==> src/rtl/muldiv_unit.sv <==
// muldiv_unit: iterative RV32M multiply/divide unit for the execute stage.
// Radix-2 shift-add multiply and restoring divide, one step per clock.
// Optional build macro: MULDIV_FAST_MUL_EN (single-cycle multiplies through one
// hardware multiplier; divides are unaffected). Without it no multiplier is inferred.
//
// Handshake: start is sampled only in IDLE. kill in IDLE drops a coincident start.
// busy is high from the start edge through the DONE cycle. done is a one-cycle
// pulse in the DONE cycle. result holds until the next operation that reaches DONE.
// busy, done and dbg_state are decodes of the state register, so no input reaches
// an output combinationally. The result is written on the edge that enters DONE,
// so kill in the DONE cycle cannot retract a result that is already visible.
module muldiv_unit #(
    parameter int WIDTH = 32
) (
    input  logic             clk,
    input  logic             reset,
    input  logic             start,
    input  logic [2:0]       funct3,
    input  logic [WIDTH-1:0] a,
    input  logic [WIDTH-1:0] b,
    input  logic             kill,
    output logic             busy,
    output logic             done,
    output logic [WIDTH-1:0] result,
    output logic [1:0]       dbg_state
);

    localparam int CW = $clog2(WIDTH + 1);

    typedef enum logic [1:0] {
        S_IDLE = 2'd0,
        S_CALC = 2'd1,
        S_DONE = 2'd2
    } state_t;

    state_t               state_q, state_d;
    logic [CW-1:0]        cnt_q;
    logic [2:0]           op_q;
    logic                 sa_q, sb_q;
    logic [WIDTH-1:0]     b_mag_q;
    logic [2*WIDTH-1:0]   acc_q;
    logic [WIDTH-1:0]     result_q;

    // Decode of the incoming request
    logic                 is_div_in, a_signed_in, b_signed_in, sa_in, sb_in;
    logic [WIDTH-1:0]     a_mag_in, b_mag_in;
    logic                 div_zero, div_ovf, fast_path, go_done;
    logic [WIDTH-1:0]     special_res, fast_res, start_res;

    // Iteration step and final fix-up
    logic [WIDTH:0]       mul_sum, rem_sh, rem_diff;
    logic [2*WIDTH-1:0]   mul_next, div_next, step_next, prod_fix;
    logic [WIDTH-1:0]     quo_fix, rem_fix, calc_res;

    // Request decode: signedness, magnitudes, special cases, and start-time result
    always_comb begin
        is_div_in   = funct3[2];
        a_signed_in = is_div_in ? ~funct3[0] : (funct3[1:0] == 2'b01 || funct3[1:0] == 2'b10);
        b_signed_in = is_div_in ? ~funct3[0] : (funct3[1:0] == 2'b01);
        sa_in       = a_signed_in & a[WIDTH-1];
        sb_in       = b_signed_in & b[WIDTH-1];
        a_mag_in    = sa_in ? -a : a;
        b_mag_in    = sb_in ? -b : b;
        div_zero    = is_div_in && (b == '0);
        div_ovf     = is_div_in && !funct3[0] && (a == {1'b1, {(WIDTH-1){1'b0}}}) && (b == '1);
        // Remainder ops: a on divide-by-zero, 0 on overflow; quotient ops: all ones / MIN
        if (div_zero)
            special_res = funct3[1] ? a : '1;
        else
            special_res = funct3[1] ? '0 : {1'b1, {(WIDTH-1){1'b0}}};
`ifdef MULDIV_FAST_MUL_EN
        begin : fast_mul
            logic [2*WIDTH-1:0] fa, fb, fp;
            fa = {{WIDTH{sa_in}}, a};
            fb = {{WIDTH{sb_in}}, b};
            fp = fa * fb;
            fast_res  = (funct3[1:0] == 2'b00) ? fp[WIDTH-1:0] : fp[2*WIDTH-1:WIDTH];
            fast_path = !is_div_in;
        end
`else
        fast_res  = '0;
        fast_path = 1'b0;
`endif
        go_done   = div_zero || div_ovf || fast_path;
        start_res = (div_zero || div_ovf) ? special_res : fast_res;
    end

    // One radix-2 step on the shared accumulator, plus sign fix-up and result select
    always_comb begin
        // Multiply: high half accumulates b, low half holds the shifting multiplier
        mul_sum  = {1'b0, acc_q[2*WIDTH-1:WIDTH]} + (acc_q[0] ? {1'b0, b_mag_q} : '0);
        mul_next = {mul_sum, acc_q[WIDTH-1:1]};
        // Divide: high half is the partial remainder, low half dividend/quotient
        rem_sh   = {acc_q[2*WIDTH-1:WIDTH], acc_q[WIDTH-1]};
        rem_diff = rem_sh - {1'b0, b_mag_q};
        if (!rem_diff[WIDTH])
            div_next = {rem_diff[WIDTH-1:0], acc_q[WIDTH-2:0], 1'b1};
        else
            div_next = {rem_sh[WIDTH-1:0], acc_q[WIDTH-2:0], 1'b0};
        step_next = op_q[2] ? div_next : mul_next;
        prod_fix  = (sa_q ^ sb_q) ? -step_next : step_next;
        quo_fix   = (sa_q ^ sb_q) ? -step_next[WIDTH-1:0] : step_next[WIDTH-1:0];
        rem_fix   = sa_q ? -step_next[2*WIDTH-1:WIDTH] : step_next[2*WIDTH-1:WIDTH];
        case (op_q)
            3'b000:                 calc_res = prod_fix[WIDTH-1:0];
            3'b001, 3'b010, 3'b011: calc_res = prod_fix[2*WIDTH-1:WIDTH];
            3'b100, 3'b101:         calc_res = quo_fix;
            default:                calc_res = rem_fix;
        endcase
    end

    // Next-state logic
    always_comb begin
        state_d = state_q;
        case (state_q)
            S_IDLE: if (start && !kill) state_d = go_done ? S_DONE : S_CALC;
            S_CALC: begin
                if (kill)
                    state_d = S_IDLE;
                else if (cnt_q == CW'(1))
                    state_d = S_DONE;
            end
            S_DONE:  state_d = S_IDLE;
            default: state_d = S_IDLE;
        endcase
    end

    // State register
    always_ff @(posedge clk or posedge reset) begin
        if (reset)
            state_q <= S_IDLE;
        else
            state_q <= state_d;
    end

    // Datapath registers: capture at start, iterate in CALC, write result entering DONE
    always_ff @(posedge clk or posedge reset) begin
        if (reset) begin
            cnt_q    <= '0;
            op_q     <= '0;
            sa_q     <= 1'b0;
            sb_q     <= 1'b0;
            b_mag_q  <= '0;
            acc_q    <= '0;
            result_q <= '0;
        end else begin
            case (state_q)
                S_IDLE: begin
                    if (start && !kill) begin
                        op_q    <= funct3;
                        sa_q    <= sa_in;
                        sb_q    <= sb_in;
                        b_mag_q <= b_mag_in;
                        acc_q   <= {{WIDTH{1'b0}}, a_mag_in};
                        cnt_q   <= CW'(WIDTH);
                        if (go_done) result_q <= start_res;
                    end
                end
                S_CALC: begin
                    if (!kill) begin
                        acc_q <= step_next;
                        cnt_q <= cnt_q - CW'(1);
                        if (cnt_q == CW'(1)) result_q <= calc_res;
                    end
                end
                default: ;
            endcase
        end
    end

    assign busy      = (state_q != S_IDLE);
    assign done      = (state_q == S_DONE);
    assign result    = result_q;
    assign dbg_state = state_q;

endmodule

==> config.mk <==
export PLATFORM = sky130hd
export DESIGN_NAME = muldiv_unit
export DESIGN_NICKNAME = d
export VERILOG_FILES = /design/src/rtl/muldiv_unit.sv
export SDC_FILE = /design/constraint.sdc
export NUM_CORES = 1
export LEC_CHECK = 0
export BUFFER_PORTS_ARGS = -buffer_cell sky130_fd_sc_hd__buf_2
export CELL_PAD_IN_SITES_DETAIL_PLACEMENT = 0
export CELL_PAD_IN_SITES_GLOBAL_PLACEMENT = 2
export CORE_UTILIZATION = 40
export DETAILED_ROUTE_END_ITERATION = 16
export GPL_TIMING_DRIVEN = 1
export PLACE_DENSITY_LB_ADDON = 0.15
export SETUP_SLACK_MARGIN = 0.2
export SLEW_MARGIN = 40
export SYNTH_ARGS = -nofsm -noshare
export SYNTH_HDL_FRONTEND = slang
export SYNTH_SLANG_ARGS = --single-unit
==> constraint.sdc <==
create_clock -name clk -period 8.4 [get_ports clk]
set_clock_uncertainty 0.15 [all_clocks]
set_input_delay 2.1 -clock clk [delete_from_list [all_inputs] [get_ports clk]]
set_output_delay 2.1 -clock clk [all_outputs]
set_load 0.01 [all_outputs]
### Yosys cells after proc, flatten, opt, wreduce, memory -nomap -nowiden

Cells that the tools add are included.
Widths: inputs -> output; s select.

* bits in registers: 141
* logic and storage cells: 87
* output and inout bits: 36
* bits of input ports: 71

* bitwise gates (word level): 4
* mux-type cells: 30
* reduce and logical (&&, ||, !) cells: 20
* eq/ne operators: 17
* add/sub/neg operators: 8

Operators with widths (count)
* $mux 32: 12
* $mux 64: 5
* $neg 32->32: 4
* $pmux 64 s2: 1
* $pmux 32 s3: 1
* $eq 32x32->1 const B: 2
* $neg 64->64: 1
* $pmux 32 s2: 1
* $add 32x32->33: 1
* $sub 33x32->33: 1
* $logic_not 32->1: 1
* $mux 6: 2
* $pmux 6 s2: 1
* $mux 2: 4
* $ne 2x2->1 const B: 4
* $eq 3x2->1 const B: 2
* $eq 3x3->1 const B: 2
* $eq 6x1->1 const B: 1
* $sub 6x1->6 const B: 1
* $logic_and 1x1->1: 5
* $reduce_and 5->1: 1
* $eq 2x1->1 const B: 2
* $eq 2x2->1 const B: 2
* $pmux 2 s2: 1
* 15 further kinds: 21

### Longest topological paths before layout

* depth after elaboration: 9
* mapped depth: 25

### Worst setup path before layout

Ideal clock, no wire load.

* path kind: register to register
* from: reg acc_q[31]
* to: reg result_q[8], in the netlist result[8]
* period minus slack after synthesis: 5.742 ns
* setup time: 0.119 ns
* slack: 2.658 ns
* data arrival time: 5.473 ns
* cell stages (with the launch flop): 26
* buffers on the path: 1
* cells stage by stage: dfrtp_1 -> inv_1 -> ha_1 -> inv_1 -> fa_1 -> a211oi_2 -> o21ai_2 -> a31o_2 -> o21a_1 -> buf_6 -> nor3_4 -> nor3_2 -> nor2_1 -> ha_1 -> o211ai_1 -> or3_1 -> nor4_2 -> and2_1 -> nand4b_1 -> or4_1 -> nor4_2 -> nor2_1 -> xor2_1 -> a222oi_1 -> o211ai_1 -> o21a_1

* word-level cells in the longest chain between the ends: 9
* elaborated cells between the ends (all ways): 13
* classes of those cells: add/sub: 4; mux: 9

RTL lines
* start, declared: RTL line 41 `logic [2*WIDTH-1:0] acc_q;`
* start signal, assigned: RTL line 154 `acc_q <= {{WIDTH{1'b0}}, a_mag_in};`
* start signal, assigned: RTL line 161 `acc_q <= step_next;`
* $sub 33x32->33: RTL line 95 `rem_diff = rem_sh - {1'b0, b_mag_q};`
* $mux 64: RTL line 96 `if (!rem_diff[WIDTH])`
* $mux 64 (*): RTL line 100 `step_next = op_q[2] ? div_next : mul_next;`
* $neg 64->64 (tied with other cells): RTL line 101 `prod_fix = (sa_q ^ sb_q) ? -step_next : step_next;`
* $mux 64 (tied with other cells): RTL line 101
* $pmux 32 s3 (*): RTL line 104 `case (op_q)`
* $mux 32 (*): RTL line 163 `if (cnt_q == CW'(1)) result_q <= calc_res;`
* $mux 32 (*): RTL line 160 `if (!kill) begin`
* $pmux 32 s2 (*): RTL line 147 `case (state_q)`
* end signal, assigned: RTL line 156 `if (go_done) result_q <= start_res;`
* end signal, assigned: RTL line 163
* end, declared: RTL line 42 `logic [WIDTH-1:0] result_q;`

Every way passes the cells marked *; elsewhere a longest branch is shown, timed or not. The select of a mux whose other input is x is not followed.
A chain may end at the register's enable or synchronous reset.

### Worst setup path in the final report

Ends and elaborated chain as after synthesis.

==> impl_metrics.yaml <==
yosys:
  synth-compound-area-share_pct: 29.7
  ys.flop_type: "dfrtp_1"
  synth-async-reset-ratio_pct: 100
  ys_seq_area_share_pct: 22.5
  synth_top_family_by_area: "compound AO/OA/AOI/OAI gates"
  synth_fa_ha_area_share_pct: 5.99
  mappedNetlistNets: 2273
  synth-simple-area-share_pct: 23.9
  yosys_warnings: 0
  yosysUniqueCellTypes: 91
  synthMuxAreaShare_pct: 3.31
  ys_seq_elements: 141
  syn_area_per_cell_um2: 7.38
  synth-xor-area-share_pct: 9.60
  synth_edf_count: 0
  syn_area_um2: 15700
  syn_inst: 2128
cts:
  root_buffer: "clkbuf_16"
  htree_levels: 4
  cts_buffers: 17
  clkLatencyLatePin_ps: 470
  cts_sinks: 141
  cts_resized: 0
  cts_max_path_buffers: 2
  cts_setup_buffers: 0
  cts_tree: "yes"
  cts-hold-fix-buffers: 0
  path_clk_slew_ps: 70
setup_path:
  end_kind: "register"
  crit_slowest_cell: "nor3_4"
  setup.worst_path.class: "reg -> reg"
  slowest_delay_ps: 640
  worst-endpoint-required_ps: 8610
  worstSetupStartpointType: "register"
  arrival_ps: 7530
  path_max_fanout: 18
routing:
  remaining_drc_errors: 0
  viasPerCell: 6.32
  vias: 17094
  wl_um: 69400
  drtIter0Drc: 1734
  routedWlPerCell_um: 25.7
  firstDrtPassIters: 8
  ant_nets: 0
floorplanning:
  die_x_um: 200
  die-area_um2: 40000
  core_region_area_um2: 38600
  row_count: 72
  ios: 107
  die_h_um: 200
  start_util_pct: 40.6
global_route:
  grt_pass1_vias: 16040
  grt_max_degree: 99
  antenna_found_initial: 5
  grt_pass1_wl_um: 105000
  grt_overflow: 0
  track_usage_pct: 34.4
power:
  total_power_w: 0.00722
  p_per_area_nw_per_um2: 413
  p_leak_nw: 7.34
  vdd_drop_max_mv: 0.195
min_path:
  hold_path.class: "reg -> reg"
timing:
  rsz0062_at_grt: "false"
  max_freq_mhz: 137
  setup_viol: 0
  report.final.slew_viol_count: 0
  fin_crit_ps: 7320
  hold_ws_ps: 333
  fin_tns_setup_ps: 0
  hold_viol: 0
  finalCritPeriodShare_pct: 87.2
  worst_pin_slew_ps: 885
  relSlewSlack_pct: 40.7
job:
  maxCapViolations: 0
place:
  port_buffers: 106
  hpwl_um: 53600
  globalplace.congestion: 0.940
layout:
  layout_commonest_cell: "nand2_1"
  nets: 2316
  layout.cells.most_common_list: "nand2_1, o21ai_0, nor2_1, a21oi_1, dfrtp_1"
  final_core_util_pct: 45.2
  syn2layout_area_growth_pct: 11.4
  drive_gt1_share_pct: 11.8
status:
  status: "completed"
-- routing by layer --
metal / wire length, um / vias to the layer above / GRT usage, %
met1: 32600 / 8378 / 50.8
met2: 29500 / 726 / 50.2
met3: 5750 / 91 / 7.08
li1: - / 7899 / -
met4: 1620 / 0 / 9.73
met5: 0 / - / 0
-- cell type report --
type / instances / area [um^2]
fill: 4028 / 21200
timing repair buffer: 145 / 847
clock buffer: 22 / 494
inverter: 75 / 289
sequential: 141 / 3530
multi-input combinational: 1791 / 11400
clock inverter: 10 / 229
tap: 518 / 648
antenna: 1 / 2.50
-- path summary, 6_finish.rpt --
check	slack, ps	to	cells past startpoint	start
setup reg to reg	1080	result[8]$_DFFE_PP0P_	25	acc_q[31]$_DFFE_PP0P_
hold / removal	330	result[3]$_DFFE_PP0P_	2	result[3]$_DFFE_PP0P_
max in group asynchronous	5140	acc_q[22]$_DFFE_PP0P_	4	reset
min in group asynchronous	1470	b_mag_q[9]$_DFFE_PP0P_	2	reset
setup / recovery	1080	result[8]$_DFFE_PP0P_	25	acc_q[31]$_DFFE_PP0P_
hold reg to reg	330	result[3]$_DFFE_PP0P_	2	result[3]$_DFFE_PP0P_
-- cells by family (layout without fill, tap and decap cells) --
kind of cell    count (synthesis)  after routing
other cells                     0              1
mux                            50             50
flops                         141            141
buf+inv                       196            252
fa+ha+maj                      74             74
xor+xnor                      172            172
compound gates                730            730
simple gates                  765            765
-- worst max-delay path, delay by kind of cell, from the launching register on --
family | cells | cell delay [ps]
buffers and inverters | 3 | 380
AO/OA/AOI/OAI | 8 | 1900
adder cells (fa/ha/maj) | 3 | 830
flip-flops | 1 | 420
XOR/XNOR | 1 | 160
AND/OR/NAND/NOR | 10 | 3360
-- per-stage QoR --
stage / cell area, um^2 / setup slack, ps / std cells
after floorplan: 15700 / 2370 / 2128
after global placement: 16700 / 1500 / 2669
after detailed placement: 16700 / 1160 / 2669
after CTS: 17400 / 1130 / 2701
after global routing: 17500 / 684 / 2702
final: 17500 / 1080 / 2703
-- where the power goes --
part | internal, W | switching (W) | total (W)
Clock | 0.000627 | 0.000348 | 0.000976
Sequential | 0.000916 | 0.000345 | 0.00126
Combinational | 0.00172 | 0.00327 | 0.00499
Total | 0.00326 | 0.00396 | 0.00722
-- cell usage after synthesis (all sizes together), types with 24 or more instances --
library cell	count	area, um^2
o21ai	238	1200
nor2	186	703
or3	27	169
xnor2	108	946
nand2	245	922
mux2i	38	384
clkbuf	81	304
a21o	24	180
a21oi	178	902
nor3	59	327
ha	72	901
a31oi	43	269
dfrtp	141	3530
and2	50	313
nand4	30	188
buf	40	215
inv	75	282
nand3	52	260
xor2	64	561
-- state kept, by name, indices dropped and copies added (netlist names) --
| register | cells |
|---|---|
| acc_q | 64 |
| b_mag_q | 32 |
| cnt_q | 6 |
| dbg_state | 2 |
| op_q | 3 |
| result | 32 |
| sa_q | 1 |
| sb_q | 1 |
(Power assumes the default switching activity.)
